## config.mk

```make
export PLATFORM = sky130hd
export DESIGN_NAME = fetch_unit
export DESIGN_NICKNAME = d
export VERILOG_FILES = /design/src/rtl/fetch_unit.sv
export SDC_FILE = /design/constraint.sdc
export NUM_CORES = 1
export LEC_CHECK = 0
export CAP_MARGIN = 20
export CORE_MARGIN = 10
export CORE_UTILIZATION = 49
export CTS_BUF_LIST = sky130_fd_sc_hd__clkbuf_16
export DETAILED_ROUTE_END_ITERATION = 10
export PLACE_DENSITY = 0.86
export SYNTH_ARGS = -nofsm -noshare
export SYNTH_HDL_FRONTEND = slang
export SYNTH_SLANG_ARGS = --single-unit
```

## constraint.sdc

```tcl
create_clock -name clk -period 6.1 [get_ports clk]
set_input_delay 1.525 -clock clk [delete_from_list [all_inputs] [get_ports clk]]
set_output_delay 1.525 -clock clk [all_outputs]
set_load 0.01 [all_outputs]
```

## src/rtl/fetch_unit.sv

```systemverilog
// ============================================================================
// Module   : fetch_unit
// Brief    : Single-stage instruction fetch with PC, IF/ID register, fetch
//            fault detection and a fetch counter.
// Revision : 1.0 - initial release
// ============================================================================
`default_nettype none

module fetch_unit #(
  parameter logic [31:0] RESET_PC = 32'h0000_3000,
  parameter int unsigned IM_WORDS = 4096
) (
  input  logic        clk,
  input  logic        reset,
  input  logic        stall,
  input  logic        redirect_valid,
  input  logic [31:0] redirect_pc,
  output logic [31:0] im_pc,
  input  logic [31:0] im_instr,
  output logic        if_id_valid,
  output logic [31:0] if_id_pc,
  output logic [31:0] if_id_instr,
  output logic        if_id_exc,
  output logic [31:0] fetch_count
);

  typedef enum logic [1:0] {
    BOOT  = 2'd0,
    RUN   = 2'd1,
    FAULT = 2'd2
  } state_t;

  // 33-bit bounds so RESET_PC + 4*IM_WORDS cannot wrap past 2^32
  localparam logic [32:0] C_PC_LO = {1'b0, RESET_PC};
  localparam logic [32:0] C_PC_HI = C_PC_LO + (33'(IM_WORDS) << 2);

  state_t      state, state_n;
  logic [31:0] pc, pc_n;
  logic        valid_n;
  logic [31:0] id_pc_n;
  logic [31:0] id_instr_n;
  logic        exc_n;
  logic [31:0] count_n;
  logic        pc_bad;

  assign im_pc  = pc;
  assign pc_bad = (pc[1:0] != 2'b00)
               || ({1'b0, pc} <  C_PC_LO)
               || ({1'b0, pc} >= C_PC_HI);

  always_ff @(posedge clk or negedge reset) begin
    if (!reset) begin
      state       <= BOOT;
      pc          <= RESET_PC;
      if_id_valid <= 1'b0;
      if_id_pc    <= 32'd0;
      if_id_instr <= 32'd0;
      if_id_exc   <= 1'b0;
      fetch_count <= 32'd0;
    end else begin
      state       <= state_n;
      pc          <= pc_n;
      if_id_valid <= valid_n;
      if_id_pc    <= id_pc_n;
      if_id_instr <= id_instr_n;
      if_id_exc   <= exc_n;
      fetch_count <= count_n;
    end
  end

  always_comb begin
    state_n    = state;
    pc_n       = pc;
    valid_n    = if_id_valid;
    id_pc_n    = if_id_pc;
    id_instr_n = if_id_instr;
    exc_n      = if_id_exc;
    count_n    = fetch_count;

    if (state != BOOT && redirect_valid) begin
      // Redirect outranks stall and fault: flush IF/ID and restart fetching
      state_n    = RUN;
      pc_n       = redirect_pc;
      valid_n    = 1'b0;
      id_pc_n    = 32'd0;
      id_instr_n = 32'd0;
      exc_n      = 1'b0;
    end else begin
      case (state)
        BOOT: begin
          state_n = RUN;
        end
        RUN: begin
          if (!stall) begin
            valid_n = 1'b1;
            id_pc_n = pc;
            if (pc_bad) begin
              id_instr_n = 32'd0;
              exc_n      = 1'b1;
              state_n    = FAULT;
            end else begin
              id_instr_n = im_instr;
              exc_n      = 1'b0;
              pc_n       = pc + 32'd4;
              count_n    = fetch_count + 32'd1;
            end
          end
        end
        FAULT: begin
          valid_n    = 1'b0;
          id_instr_n = 32'd0;
          exc_n      = 1'b0;
        end
        default: begin
          state_n = BOOT;
        end
      endcase
    end
  end

endmodule

`default_nettype wire

```

* Word level (Yosys, flattened, before mapping)
Cells that the tools add are included.
Storage, ports and cells: bits in registers 132, latch bits 0, memory bits (writable) 0, ROM bits 0, input bits 68, output and inout port bits 130, memories 0
Cells by class: add/subtract/negate cells 2, multiply operators 0, divide/modulo/power cells 0, order comparisons 2, equality and inequality tests 7, shifts and indexed selects 0, mux-type cells 22, bitwise operators 3, reduce and logical (&&, ||, !) cells 13
Operators with widths (number):
- $mux 32 | 10
- $pmux 32 s2 | 1
- $add 32x1->32 const B | 1
- $add 32x3->32 const B | 1
- $ge 32x15->1 const B | 1
- $lt 32x14->1 const B | 1
- $mux 2 | 3
- $ne 3x3->1 const B | 2
- $pmux 2 s3 | 1
- $reduce_and 3->1 | 2
- $reduce_bool 2->1 | 3
- $mux 1 | 5
- $ne 2x1->1 const B | 2
- $pmux 1 s2 | 2
- $reduce_and 2->1 | 2
- $reduce_and 4->1 | 1
- $not 1->1 | 3
- $reduce_bool 3->1 | 1
- $eq 2x1->1 const B | 1
- $eq 2x2->1 const B | 1
- $logic_not 2->1 | 1
- $logic_or 1x1->1 | 2
- $ne 2x2->1 const B | 1
- $logic_and 1x1->1 | 1

* Longest topological paths before layout
Gate-level depths: netlist of run 1.
depth in word-level cells 7, mapped depth 7, mapped depth without buffers 6

* Worst setup path after synthesis of run 1
No wires, ideal clock.
kind input port to flip-flop, start input port redirect_valid, end register fetch_count[1], setup time 0.125 ns, arrival time 2.833 ns, required time 5.975 ns, setup slack 3.142 ns, stages 4, path buffers 1, cell sequence or4_4 buf_6 nor3_4 mux2_4
On the way: cells in the longest elaborated chain, start to end 3
Ends and longest elaborated chain:
- start, declared | RTL line 16 | input logic redirect_valid,
- $logic_and 1x1->1 | RTL line 80 | if (state != BOOT && redirect_valid) begin
- $not 1->1 (no source line)
- $reduce_and 4->1 (no source line)
- end signal, assigned | RTL line 67 | fetch_count <= count_n;
- end, declared | RTL line 24 | output logic [31:0] fetch_count
Every way passes these cells. A chain may end at the register's enable or synchronous reset.

* Final worst setup path of run 1
start input port redirect_valid, end register fetch_count[16]
The elaborated chain is that of the path after synthesis.

==> results of run 1 <==
## critical path: stages
cell and delay [ns]:
clkdlybuf4s50_1 0.55, nor4b_4 0.95, nand3_1 0.34, nor4_4 0.51
nand3_1 0.21, xnor2_1 0.18
## cells in the final DEF, fill, tap and decap left out, types with 9 or more instances in the layout
cell type / synthesis / routed
inv_1: 8 / 14
clkdlybuf4s50_1: 0 / 196
nand4_1: 13 / 13
o21ai_0: 9 / 9
nand3_1: 22 / 22
nor2_1: 12 / 12
dfrtp_1: 130 / 130
nand2_1: 66 / 66
a22o_1: 66 / 66
nor4_1: 12 / 12
xnor2_1: 26 / 26
clkbuf_16: 0 / 17
nor3_1: 11 / 11
## layout make-up
type	instances	area (um2)
Clock buffer	17	425
Clock inverter	14	60.1
Fill cell	752	2870
Inverter	9	36.3
Multi-Input combinational cell	306	2120
Sequential cell	132	3310
Tap cell	140	175
Timing Repair Buffer	204	2030
## synthesized netlist by cell type, drive strengths merged (5+ instances only)
cell type	instances
dfrtp	130
a22o	66
nand2	66
xnor2	26
nand3	22
nor4	16
clkbuf	14
nand4	13
nor2	13
nor3	13
o21ai	12
buf	11
inv	9
and3	6
xor2	5
## stage by stage
step | hold slack [ns] | utilization, % | total power (W) | instance area, um2
finish | 0.481 | 74.0 | 0.00228 | 8160
global route | 0.505 | 74.0 | 0.00238 | 8160
CTS | 0.483 | 73.8 | 0.00229 | 8140
detailed placement | 0.471 | 69.4 | 0.00144 | 7650
global placement | 0.462 | 69.4 | 0.00142 | 7650
floorplan | 0.508 | - | 0.00118 | 5600
## flip-flops by register name, summed over array words and instances, names as in the netlist
| signal | count |
|---|---|
| fetch_count | 32 |
| if_id_instr | 32 |
| if_id_pc | 32 |
| im_pc | 32 |
| state | 2 |
| if_id_exc | 1 |
| if_id_valid | 1 |
## report_power, final
| part | total (W) | switching (W) | internal [W] |
|---|---|---|---|
| registers | 0.00102 | 0.0000800 | 0.000945 |
| clock network | 0.000852 | 0.000355 | 0.000497 |
| logic | 0.000405 | 0.000192 | 0.000213 |
## how the worst max path moves through the flow
stage | endpoint | depth (start not counted) | startpoint
final | fetch_count[16] | 6 | redirect_valid
after global routing | fetch_count[16] | 6 | redirect_valid
after CTS | fetch_count[16] | 6 | redirect_valid
after detailed placement | fetch_count[16] | 6 | redirect_valid
after global placement | fetch_count[16] | 6 | redirect_valid
after floorplan | fetch_count[1] | 4 | redirect_valid
## routing by layer
metal  vias up  share of wire (%)
li1       2129                  -
met1      2352                 38
met2       210                 52
met3        52                7.2
met4         0                3.7
met5         -                  0
## cells by family (layout without fill, tap and decap cells)
logic type / after synthesis / after routing / share of synthesized area, %
AOI/OAI and AO/OA: 107 / 107 / 15.6
buffers and inverters: 34 / 244 / 3.35
and+or+nand+nor: 163 / 163 / 15.9
xor gates and xnor gates: 31 / 31 / 4.98
DFF: 132 / 132 / 59.0
muxes: 2 / 2 / 0.447
adders and majority gates: 3 / 3 / 0.670
==> flow_summary.toml, run 1 <==
[global_route]
grt_pass1_wl_um = 28800
met2_usage_pct = 37.3
grtUsageMet1_pct = 25.4
antenna_found_initial = 0
grt_start_max_net_pins = 81
busiest_layer = "met2"
grt_pass1_vias = 5080
grtUsageTotal_pct = 22.4
met3_usage_pct = 7.71
grt_overflow = 0

[cts]
cts-root-buf = "clkbuf_16"
cts_setup_buffers = 0
clk-insertion-delay-late_ns = 0.42
tritoncts = "done"
holdBufCountCts = 0
clkSinkCount = 132
clk_transition_reported_paths_ns = 0.05
htreeDepth = 4
cts_resized = 0
cts_made_buffers = 17
cts_buffer_depth = 2

[synth]
synth_edf_count = 0
synthFlopType = "dfrtp_1"
synth_area_leaders = "dfrtp_1 58%, a22o_1 10%, nand2_1 4.4%, xnor2_1 4.1%, nand3_1 2.0%"
synth_top_area_cell = "dfrtp_1"
synth_area_mm2 = 0.00560
syn_nets = 543
yosys_warnings = 0
ys_ff_latch = 132
synthCells = 472
async_reset_ff_share_pct = 100
yosysSeqAreaShare_pct = 59.0
synth_top_area_share_pct = 58.1
synth.distinct_cells = 56
syn_avg_cell_area_um2 = 11.9

[route]
wl_per_cell_um = 21.7
ant_nets = 0
drcViolationCount = 0
routed_via_density = 5.77
drtIter0Drc = 625
dr.pass1.iters = 5
vias = 4743
wl_um = 17900

[setup_path]
end_kind = "flip-flop"
cp.required_ns = 6.39
critPathKind = "input pin to flip-flop"
timing.rr.end = "im_pc[14]"
rr_worst_depth = 6
reg2reg_setup_slack_ns = 3.17
arrival_ns = 4.28
r2r_start = "im_pc[1]"
crit_path_start_kind = "input pin"
crit_fanout = 18

[min_path]
min_path_cells = 1
worst_hold_path_type = "flip-flop to flip-flop"
worstHoldStart = "fetch_count[31]"
hold_end = "fetch_count[31]"

[die]
initial_utilization_pct = 50.8
pin_count = 198
dieArea_mm2 = 0.0161
die_h_um = 127
dieWidth_um = 127
std_cell_rows = 38
core_area_mm2 = 0.0110

[timing]
finalSetupTns_ns = 0
setup_viol = 0
postLayoutSetupSlackWorst_ns = 2.12
fin_skew_ns = 0.00697
final_hold_viol_count = 0
slew_viol_final = 0
min_period_ns = 3.98
period_share_pct = 65.3
tightestPinTransition_ns = 1.10
rsz0062_at_grt = "false"
fmax_mhz = 251
slew_headroom_pct = 26.5

[finish]
fin_cells = 822
area_growth_pct = 45.7
diodes = 0
fin_nets = 741
drive_gt1_share_pct = 7.04

[pwr]
powerDensity_mw_per_mm2 = 280
leakage_nw = 3.62
ir_worst_vdd_mv = 0.245

[placement]
port_buffers = 197
gp_congestion = 0.845
dpl.hpwl_um = 12800
place_inst = 789
dp_slack_ns = 1.71

[run_status]
status = "completed"

[job]
maxCapViolations = 0
(Power assumes the default switching activity.)
==> run 2, diff against run 1 <==
--- a/config.mk
+++ b/config.mk
@@ -7,10 +7,10 @@
 export LEC_CHECK = 0
 export CAP_MARGIN = 20
 export CORE_MARGIN = 10
-export CORE_UTILIZATION = 49
+export CORE_UTILIZATION = 45
 export CTS_BUF_LIST = sky130_fd_sc_hd__clkbuf_16
 export DETAILED_ROUTE_END_ITERATION = 10
-export PLACE_DENSITY = 0.86
+export PLACE_DENSITY = 0.8
 export SYNTH_ARGS = -nofsm -noshare
 export SYNTH_HDL_FRONTEND = slang
 export SYNTH_SLANG_ARGS = --single-unit
==> constraint.sdc (replaced) <==
create_clock -name clk -period 3.8 [get_ports clk]
set_input_delay 0.95 -clock clk [delete_from_list [all_inputs] [get_ports clk]]
set_output_delay 0.95 -clock clk [all_outputs]
set_load 0.01 [all_outputs]
==> flow_summary.toml, run 2 (synthesis results as in run 1) <==
[setup_path]
crit_slowest_cell = "or4_4"
critPathMaxStageDelay_ns = 0.64
timing.rr.end = "fetch_count[13]"
cp-endpoint = "if_id_instr[20]"
cp_cell_sequence = "clkdlybuf4s50_1 > or4_4 > nor3_4 > buf_4 > a22o_1"
crit_fanout = 33
path_delay_family = "simple AND/OR/NAND/NOR gates"
startpoint = "redirect_valid"
reg2reg_setup_slack_ns = 1.37
rr_worst_depth = 6
arrival_ns = 3.11
crit_cells = 5
r2r_start = "im_pc[26]"
end_kind = "flip-flop"
crit_path_start_kind = "input pin"
cp.required_ns = 4.15
critPathKind = "input pin to flip-flop"
cp_num_buf_inv = 2

[placement]
dpl.hpwl_um = 12900
gp_congestion = 0.817
placed_area_mm2 = 0.00771
port_buffers = 197

[die]
dieWidth_um = 132
pin_count = 198
die_h_um = 132
dieArea_mm2 = 0.0173
initial_utilization_pct = 46.2
core_area_mm2 = 0.0121
std_cell_rows = 40

[timing]
slew_viol_final = 0
rsz0062_at_grt = "false"
fin_skew_ns = 0.00991
fmax_mhz = 362
tightestPinTransition_ns = 0.994
slew_headroom_pct = 33.2
finalSetupTns_ns = 0
min_period_ns = 2.76
final_hold_viol_count = 0
setup_viol = 0
period_share_pct = 72.7

[global_route]
grt_pass1_wl_um = 28800
antenna_found_initial = 0
grtUsageTotal_pct = 20.7
grtUsageMet1_pct = 23.5
met2_usage_pct = 35.1
grt_start_max_net_pins = 75
grt_pass1_vias = 5024
busiest_layer = "met2"
met3_usage_pct = 7.24
grt_overflow = 0

[route]
routed_via_density = 5.64
drcViolationCount = 0
dr.pass1.iters = 5
ant_nets = 0
wl_um = 18000
vias = 4816
wl_per_cell_um = 21.1
drtIter0Drc = 440

[cts]
clkSinkCount = 132
cts_buffer_depth = 2
clk-insertion-delay-late_ns = 0.42
tritoncts = "done"
cts_setup_buffers = 0
holdBufCountCts = 0
cts_resized = 0
clk_transition_reported_paths_ns = 0.05
cts-root-buf = "clkbuf_16"
cts_made_buffers = 17
htreeDepth = 4

[finish]
area_growth_pct = 50.0
layout.area.seq_mm2 = 0.00331
diodes = 0
fin_nets = 744
final_cell_mix = "196 x clkdlybuf4s50_1, 130 x dfrtp_1, 66 x a22o_1, 66 x nand2_1, 26 x xnor2_1"
fin_area_mm2 = 0.00840
fillers = 914
drive_gt1_share_pct = 8.02
final_common_cell = "clkdlybuf4s50_1"
multi_input_area_mm2 = 0.00212

[pwr]
ir_worst_vdd_mv = 0.283
leakage_nw = 3.69
powerDensity_mw_per_mm2 = 487

[run_status]
status = "completed"

[min_path]
worst_hold_path_type = "flip-flop to flip-flop"
min_path_cells = 1

[job]
maxCapViolations = 0
[run 2: worst min path at each step]
| stage | start | end | slack [ns] |
|---|---|---|---|
| 4_1_cts | fetch_count[31] | fetch_count[31] | 0.48 |
| 2_1_floorplan | fetch_count[31] | fetch_count[31] | 0.51 |
| 3_5_place_dp | if_id_valid | if_id_valid | 0.47 |
| 5_1_grt | if_id_pc[9] | if_id_pc[9] | 0.51 |
| 3_3_place_gp | fetch_count[31] | fetch_count[31] | 0.46 |
| 6_report | fetch_count[31] | fetch_count[31] | 0.47 |
[run 2: worst register-to-register path: cells and delay by family, from the launching register on]
kind	cells	cell delay (ns)
flops	1	0.42
xor+xnor	1	0.13
compound gates	1	0.19
simple gates	3	1.31
buf+inv	1	0.26
[run 2: cell type report]
class / instances / share of cell area, %
sequential: 132 / 39.4
multi-input combinational: 306 / 25.3
timing repair buffer: 207 / 24.8
clock buffer: 17 / 5.06
clock inverter: 15 / 2.58
tap: 168 / 2.50
inverter: 9 / 0.432
[run 2: power by group]
group / internal (W) / total [W] / switching [W]
sequential: 0.00152 / 0.00164 / 0.000126
combinational: 0.000347 / 0.000657 / 0.000310
clock: 0.00121 / 0.00179 / 0.000581
total: 0.00307 / 0.00409 / 0.00102
[run 2: layer usage]
metal	routed length, um	vias up
met1	6950	2440
met4	370	0
li1	-	2143
met3	1280	27
met5	0	-
met2	9440	206
[run 2: through the flow]
stage / hold WS, ns / total power [W] / cells / utilization [%] / worst slack [ns]
after floorplan: 0.508 / 0.00189 / 472 / - / 1.42
after global placement: 0.458 / 0.00229 / 819 / 63.7 / 0.699
after detailed placement: 0.468 / 0.00231 / 819 / 63.7 / 0.619
after CTS: 0.481 / 0.00411 / 851 / 69.0 / 1.06
after global routing: 0.509 / 0.00425 / 854 / 69.3 / 0.862
final: 0.473 / 0.00409 / 854 / 69.3 / 1.04
